[config.mk]
export PLATFORM = sky130hd
export DESIGN_NAME = word_serializer
export DESIGN_NICKNAME = d
export VERILOG_FILES = /design/src/rtl/word_serializer.sv
export SDC_FILE = /design/constraint.sdc
export NUM_CORES = 1
export LEC_CHECK = 0
export BUFFER_PORTS_ARGS = -buffer_cell sky130_fd_sc_hd__buf_4
export CAP_MARGIN = 20
export CORE_MARGIN = 4
export CORE_UTILIZATION = 49
export CTS_BUF_LIST = sky130_fd_sc_hd__clkbuf_4
export CTS_CLUSTER_DIAMETER = 30
export CTS_CLUSTER_SIZE = 14
export DETAILED_ROUTE_END_ITERATION = 12
export GPL_TIMING_DRIVEN = 0
export PLACE_DENSITY = 0.81
export SYNTH_ARGS = -nofsm -noshare
export SYNTH_HDL_FRONTEND = slang
export SYNTH_SLANG_ARGS = --single-unit
[constraint.sdc]
create_clock -name clk -period 1.4 [get_ports clk]
set_input_delay 0.07 -clock clk [delete_from_list [all_inputs] [get_ports clk]]
set_output_delay 0.07 -clock clk [all_outputs]
set_load 0.02 [all_outputs]
[src/rtl/word_serializer.sv]
// Parallel-in / serial-out serializer: captures a DEPTH x WIDTH word on load and
// presents it on SS one slice per enable, lowest slice first.
module word_serializer #(
    parameter int WIDTH = 8,
    parameter int DEPTH = 4
) (
    input  logic                   clk,
    input  logic                   reset,
    input  logic                   enable,
    input  logic                   load,
    input  logic [DEPTH*WIDTH-1:0] PE,
    output logic [WIDTH-1:0]       SS,
    output logic                   busy,
    output logic                   last,
    output logic                   ovr,
    output logic                   dbg_state
);

    // Handshake: busy is the valid for SS; enable is the consumer's accept.
    // A slice is transferred on every clk edge where busy and enable are both high.
    localparam int CW = (DEPTH > 1) ? $clog2(DEPTH) : 1;

    typedef enum logic {IDLE, SHIFT} state_t;

    state_t                   state, state_nxt;
    logic [DEPTH*WIDTH-1:0]   storage, storage_nxt;
    logic [CW-1:0]            cnt, cnt_nxt;
    logic                     ovr_nxt;

    assign SS        = storage[WIDTH-1:0];
    assign busy      = (state == SHIFT);
    assign last      = busy && (cnt == CW'(DEPTH - 1));
    assign dbg_state = (state == SHIFT);

    always_ff @(posedge clk or posedge reset) begin
        if (reset) begin
            state   <= IDLE;
            storage <= '0;
            cnt     <= '0;
            ovr     <= 1'b0;
        end else begin
            state   <= state_nxt;
            storage <= storage_nxt;
            cnt     <= cnt_nxt;
            ovr     <= ovr_nxt;
        end
    end

    always_comb begin
        state_nxt   = state;
        storage_nxt = storage;
        cnt_nxt     = cnt;
        ovr_nxt     = 1'b0;
        case (state)
            IDLE: begin
                if (load) begin
                    storage_nxt = PE;
                    cnt_nxt     = '0;
                    state_nxt   = SHIFT;
                end
            end
            SHIFT: begin
                if (enable && last) begin
                    // Final slice consumed: a load here chains the next word with no bubble.
                    cnt_nxt = '0;
                    if (load) begin
                        storage_nxt = PE;
                    end else begin
                        storage_nxt = '0;
                        state_nxt   = IDLE;
                    end
                end else begin
                    if (enable) begin
                        storage_nxt = {{WIDTH{1'b0}}, storage[DEPTH*WIDTH-1:WIDTH]};
                        cnt_nxt     = cnt + CW'(1);
                    end
                    if (load) begin
                        ovr_nxt = 1'b1;
                    end
                end
            end
            default: state_nxt = IDLE;
        endcase
    end

endmodule
# Word level (Yosys, flattened, before mapping)
# Cells that the tools add are included.
[op_classes]
n_reduce_logical = 3
addsub = 1
muxes = 14
eq_ne = 3
n_bitwise = 1
[op_table]
columns = ["operator", "n"]
rows = [
  ["$mux 32", 4],
  ["$pmux 32 s2", 1],
  ["$mux 2", 3],
  ["$mux 1", 4],
  ["$pmux 2 s2", 1],
  ["$ne 3x2->1 const B", 1],
  ["$add 2x1->2 const B", 1],
  ["$eq 2x2->1 const B", 1],
  ["$logic_and 1x1->1", 2],
  ["$ne 2x2->1 const B", 1],
  ["$pmux 1 s2", 1],
  ["$reduce_and 2->1", 1],
  ["$not 1->1", 1],
]
[totals]
out_inout_bits = 12
input_bits = 36
word_cells = 26
reg_bits = 36

# Logic depth before layout (Yosys ltp)
[logic_depth]
ltp_word = 5
mapped_depth = 6
mapped_depth_nobuf = 4

# Worst setup path after synthesis
# OpenSTA, ideal clock, no wires.
[synth_timing]
path_type = "reg-to-reg"
start = "register state, in the netlist busy"
end = "register storage[10]"
stages_incl_launch_ff = 7
synth_period_minus_slack_ps = 1499
n_path_buf = 3
setup_time_ps = 142
t_required_ps = 1258
path_slack_ps = -99
t_arrival_ps = 1357
cell_sequence = "dfrtp_1 buf_4 or2_2 buf_2 buf_4 a21oi_1 a211oi_1"
[synth_via]
elab_chain_len = 4
word_cells_on_any_way = 8
cone_classes = "2 x eq/ne; 2 x mux; 1 x bitwise; 3 x reduce/logical"
[synth_lines]
columns = ["item", "line", "rtl"]
rows = [
  ["from (decl)", "25", "state_t state, state_nxt;"],
  ["from (signal assigned)", "42", "state <= state_nxt;"],
  ["$logic_and 1x1->1", "32", "assign last = busy && (cnt == CW'(DEPTH - 1));"],
  ["$logic_and 1x1->1", "63", "if (enable && last) begin"],
  ["$mux 32 / $ne 3x2->1 (equally long branches)", "n/a", ""],
  ["$pmux 32 s2 / $reduce_and 2->1 (equally long branches)", "n/a", ""],
  ["to (signal assigned)", "43", "storage <= storage_nxt;"],
  ["to (decl)", "26", "logic [DEPTH*WIDTH-1:0] storage, storage_nxt;"],
]
# Parallel ways exist; a longest one is shown, timed or not.
# A chain may end at the register's enable or synchronous reset.

# Final worst setup path
[layout_timing]
start = "register cnt[0]"
end = "register storage[22]"
[layout_via]
elab_chain_len = 5
word_cells_on_any_way = 7
cone_classes = "2 x eq/ne; 2 x mux; 3 x reduce/logical"
[layout_lines]
columns = ["item", "line", "rtl"]
rows = [
  ["from (decl)", "27", "logic [CW-1:0] cnt, cnt_nxt;"],
  ["from (signal assigned)", "44", "cnt <= cnt_nxt;"],
  ["$eq 2x2->1 (*)", "32", ""],
  ["$logic_and 1x1->1 (*)", "32", ""],
  ["$logic_and 1x1->1 (*)", "63", ""],
  ["$mux 32 / $ne 3x2->1 (equally long branches)", "n/a", ""],
  ["$pmux 32 s2 / $reduce_and 2->1 (equally long branches)", "n/a", ""],
]
# Mark *: on every way between the ends. The rest lies on a longest branch, timed or not.

==> impl_metrics.toml <==
[sta]
max_freq_mhz = 639
finalWorstSetupSlack_ns = -0.165
worstMarginPinSlew_ns = 0.741
slew_violations = 0
finClkSkew_ns = 0.0158
period_share_pct = 112
rsz0062_at_grt = "yes"
final.min_clock_period_ns = 1.56
setup_viol_count_final = 36
max_slew_margin_pct = 50.5
finalHoldViolCount = 0

[cells_and_area]
drive_gt1_share_pct = 52.1
n_antenna_cell = 0
final_cell_mix = "63 x buf_4, 35 x dfrtp_1, 18 x dlygate4sd3_1, 14 x o21ai_0"
final_common_cell = "buf_4"
final_area_sq_um = 2920
syn_to_final_growth_pct = 64.9
nets = 297

[placed_design]
placed_cell_area_sq_um = 2290
gp_congestion = 0.781
hpwl_um = 3200
port_buffers = 47

[power_and_ir_drop]
p_leak_nw = 1.28
totalPowerFinal_mw = 4.98
powerDensity_nw_per_um2 = 1700
ir_drop_v = 0.00107
pwr-share-comb_pct = 49.5
power_switching_mw = 1.82
swShare_pct = 36.7
p_clk_share_pct = 15.6
intPower_mw = 3.15
sequentialPowerShare_pct = 34.9

[cts]
clock_latency_ns = 0.36
clk_pin_slew_worst_paths_ns = 0.12
cts_tree = "built"
htreeDepth = 2
cts.sinks = 36
numCtsBuffers = 5
clockBufferDepth = 2
cts-root-buf = "clkbuf_4"

[die]
io_pins = 48
die_x_um = 68.2
row_count = 21
dieArea_sq_um = 4640
start_util_pct = 51.9
fp.dieH_um = 68.2
core_area_sq_um = 3420

[logic_synthesis]
synth_area_sq_um = 1770
ys_warn_count = 0
synth.largest_area_cell = "dfrtp_1"
ys_top_cells_by_area = "dfrtp_1 51%, o21ai_0 7.1%, a211oi_1 6.4%, o221a_2 5.7%, buf_4 5.1%"
synth_cell_type_count = 24
ys_seq_area_share_pct = 50.8
syn_nets = 212
avgSynthCellArea_sq_um = 10.1
syn-instance-count = 175
synth_top_area_share_pct = 50.8
ys_ff_latch = 36

[run_status]
failed_checks = "setup timing"
status = "finished, violations left"

[global_routing]
grt_max_degree = 22
antenna_found_initial = 0
grt_pass1_wl_um = 7760
grt_pass1_vias = 1692
track_usage_pct = 23.0
grt-ovfl-total = 0

[worst_setup_path]
reg2reg_depth = 6
worst_ep_arrival_time_ns = 1.86
crit_path_end_kind = "flop"
r2r_setup_slack_ns = -0.16
worst-path-max-fanout = 9
cp.required_ns = 1.69
startpoint_type = "flop"
reg2reg_from = "cnt[0]"
reg2reg_to = "storage[22]"
critPathKind = "reg -> reg"
crit_path_end = "storage[22]"
crit_path_start = "cnt[0]"

[routing]
drtPass1Iterations = 4
wirelength_um = 6170
routedWlPerCell_um = 20.1
viasPerCell = 6.07
drc = 0
drt_iter0_markers = 118
vias = 1864
ant_nets = 0

[flow_run]
maxCapViolCount = 0

[hold_path]
min_path_type = "in -> reg"
## power groups by stage
stage | Sequential, mW | Combinational [mW] | Clock (mW)
floorplan | 1.63 | 1.23 | 0
global placement | 1.66 | 1.66 | 0
detailed placement | 1.68 | 1.72 | 0
CTS | 1.66 | 2.07 | 0.760
global route | 1.75 | 2.61 | 0.815
finish | 1.74 | 2.46 | 0.777
## flip-flops by register name (all words and copies together), names as in the netlist
name     cells
busy         1
cnt          2
ovr          1
storage     32
## worst max-delay path: stages, from the launching register on
cell and delay (ns):
dfrtp_1 0.44, ha_4 0.18, buf_6 0.13, buf_4 0.13, nor2b_4 0.15, o21ai_1 0.23, o221a_4 0.22
## cell families (layout without fill, tap and decap cells)
logic type,Yosys count,in the layout,synth area share (%)
flip-flops,36,36,50.8
multiplexers,1,1,0.565
AO/OA/AOI/OAI,75,75,29.4
buffers and inverters,26,111,8.54
AND/OR/NAND/NOR,36,37,9.95
adder cells (fa/ha/maj),1,1,0.706
## per-stage QoR
stage / worst slack [ns] / hold WS, ns / setup TNS, ns / util, % / std cells
after CTS: -0.0916 / 0.0265 / -1.99 / 80.1 / 304
after global routing: -0.221 / 0.0259 / -4.13 / 85.6 / 307
after global placement: -0.142 / 0.288 / -3.15 / 66.3 / 268
after floorplan: 0.00113 / 0.182 / 0 / - / 175
final: -0.165 / 0.0174 / -3.04 / 85.6 / 307
after detailed placement: -0.195 / 0.218 / -5.21 / 67.1 / 269
## worst min path at each step
stage / startpoint / endpoint / cells after the start
2_1_floorplan: load / busy / 1
6_report: PE[6] / storage[6] / 3
4_1_cts: PE[15] / storage[15] / 3
5_1_grt: PE[5] / storage[5] / 3
3_5_place_dp: reset / storage[6] / 2
3_3_place_gp: PE[24] / storage[24] / 2
## repair_timing
action	CTS	global route
gates resized for setup	32	36
gates cloned	2	1
pin swaps	5	15
endpoints found under the setup margin	37	37
hold endpoints to repair	32	0
hold buffers	18	0
setup buffers	9	2
## synth_stat cells (all sizes together)
cell type / n
nand2: 2
nand2b: 3
dfrtp: 36
mux2i: 1
or2: 2
nor2: 10
nor2b: 1
a21boi: 1
buf: 19
nor3: 15
o21ai: 26
a22o: 8
a21oi: 15
inv: 3
o221a: 9
a32o: 1
a211oi: 15
and2: 3
ha: 1
clkbuf: 4
## final cells by class
| type | count | area, sq um |
|---|---|---|
| multi-input combinational | 114 | 962 |
| sequential | 36 | 902 |
| timing repair buffer | 78 | 702 |
| fill | 180 | 493 |
| buffer | 22 | 208 |
| tap | 46 | 57.6 |
| clock buffer | 6 | 45.0 |
| clock inverter | 2 | 35.0 |
| inverter | 3 | 11.3 |
## routing by layer
layer  wire, um  up-vias  global-route usage (%)
li1           -      818                       -
met1       2340      924                    27.0
met2       3240      107                    40.3
met3        468       15                    4.93
met4        124        0                    9.68
met5          0        -                       0
Note: power is estimated with default switching activity, not from simulation.
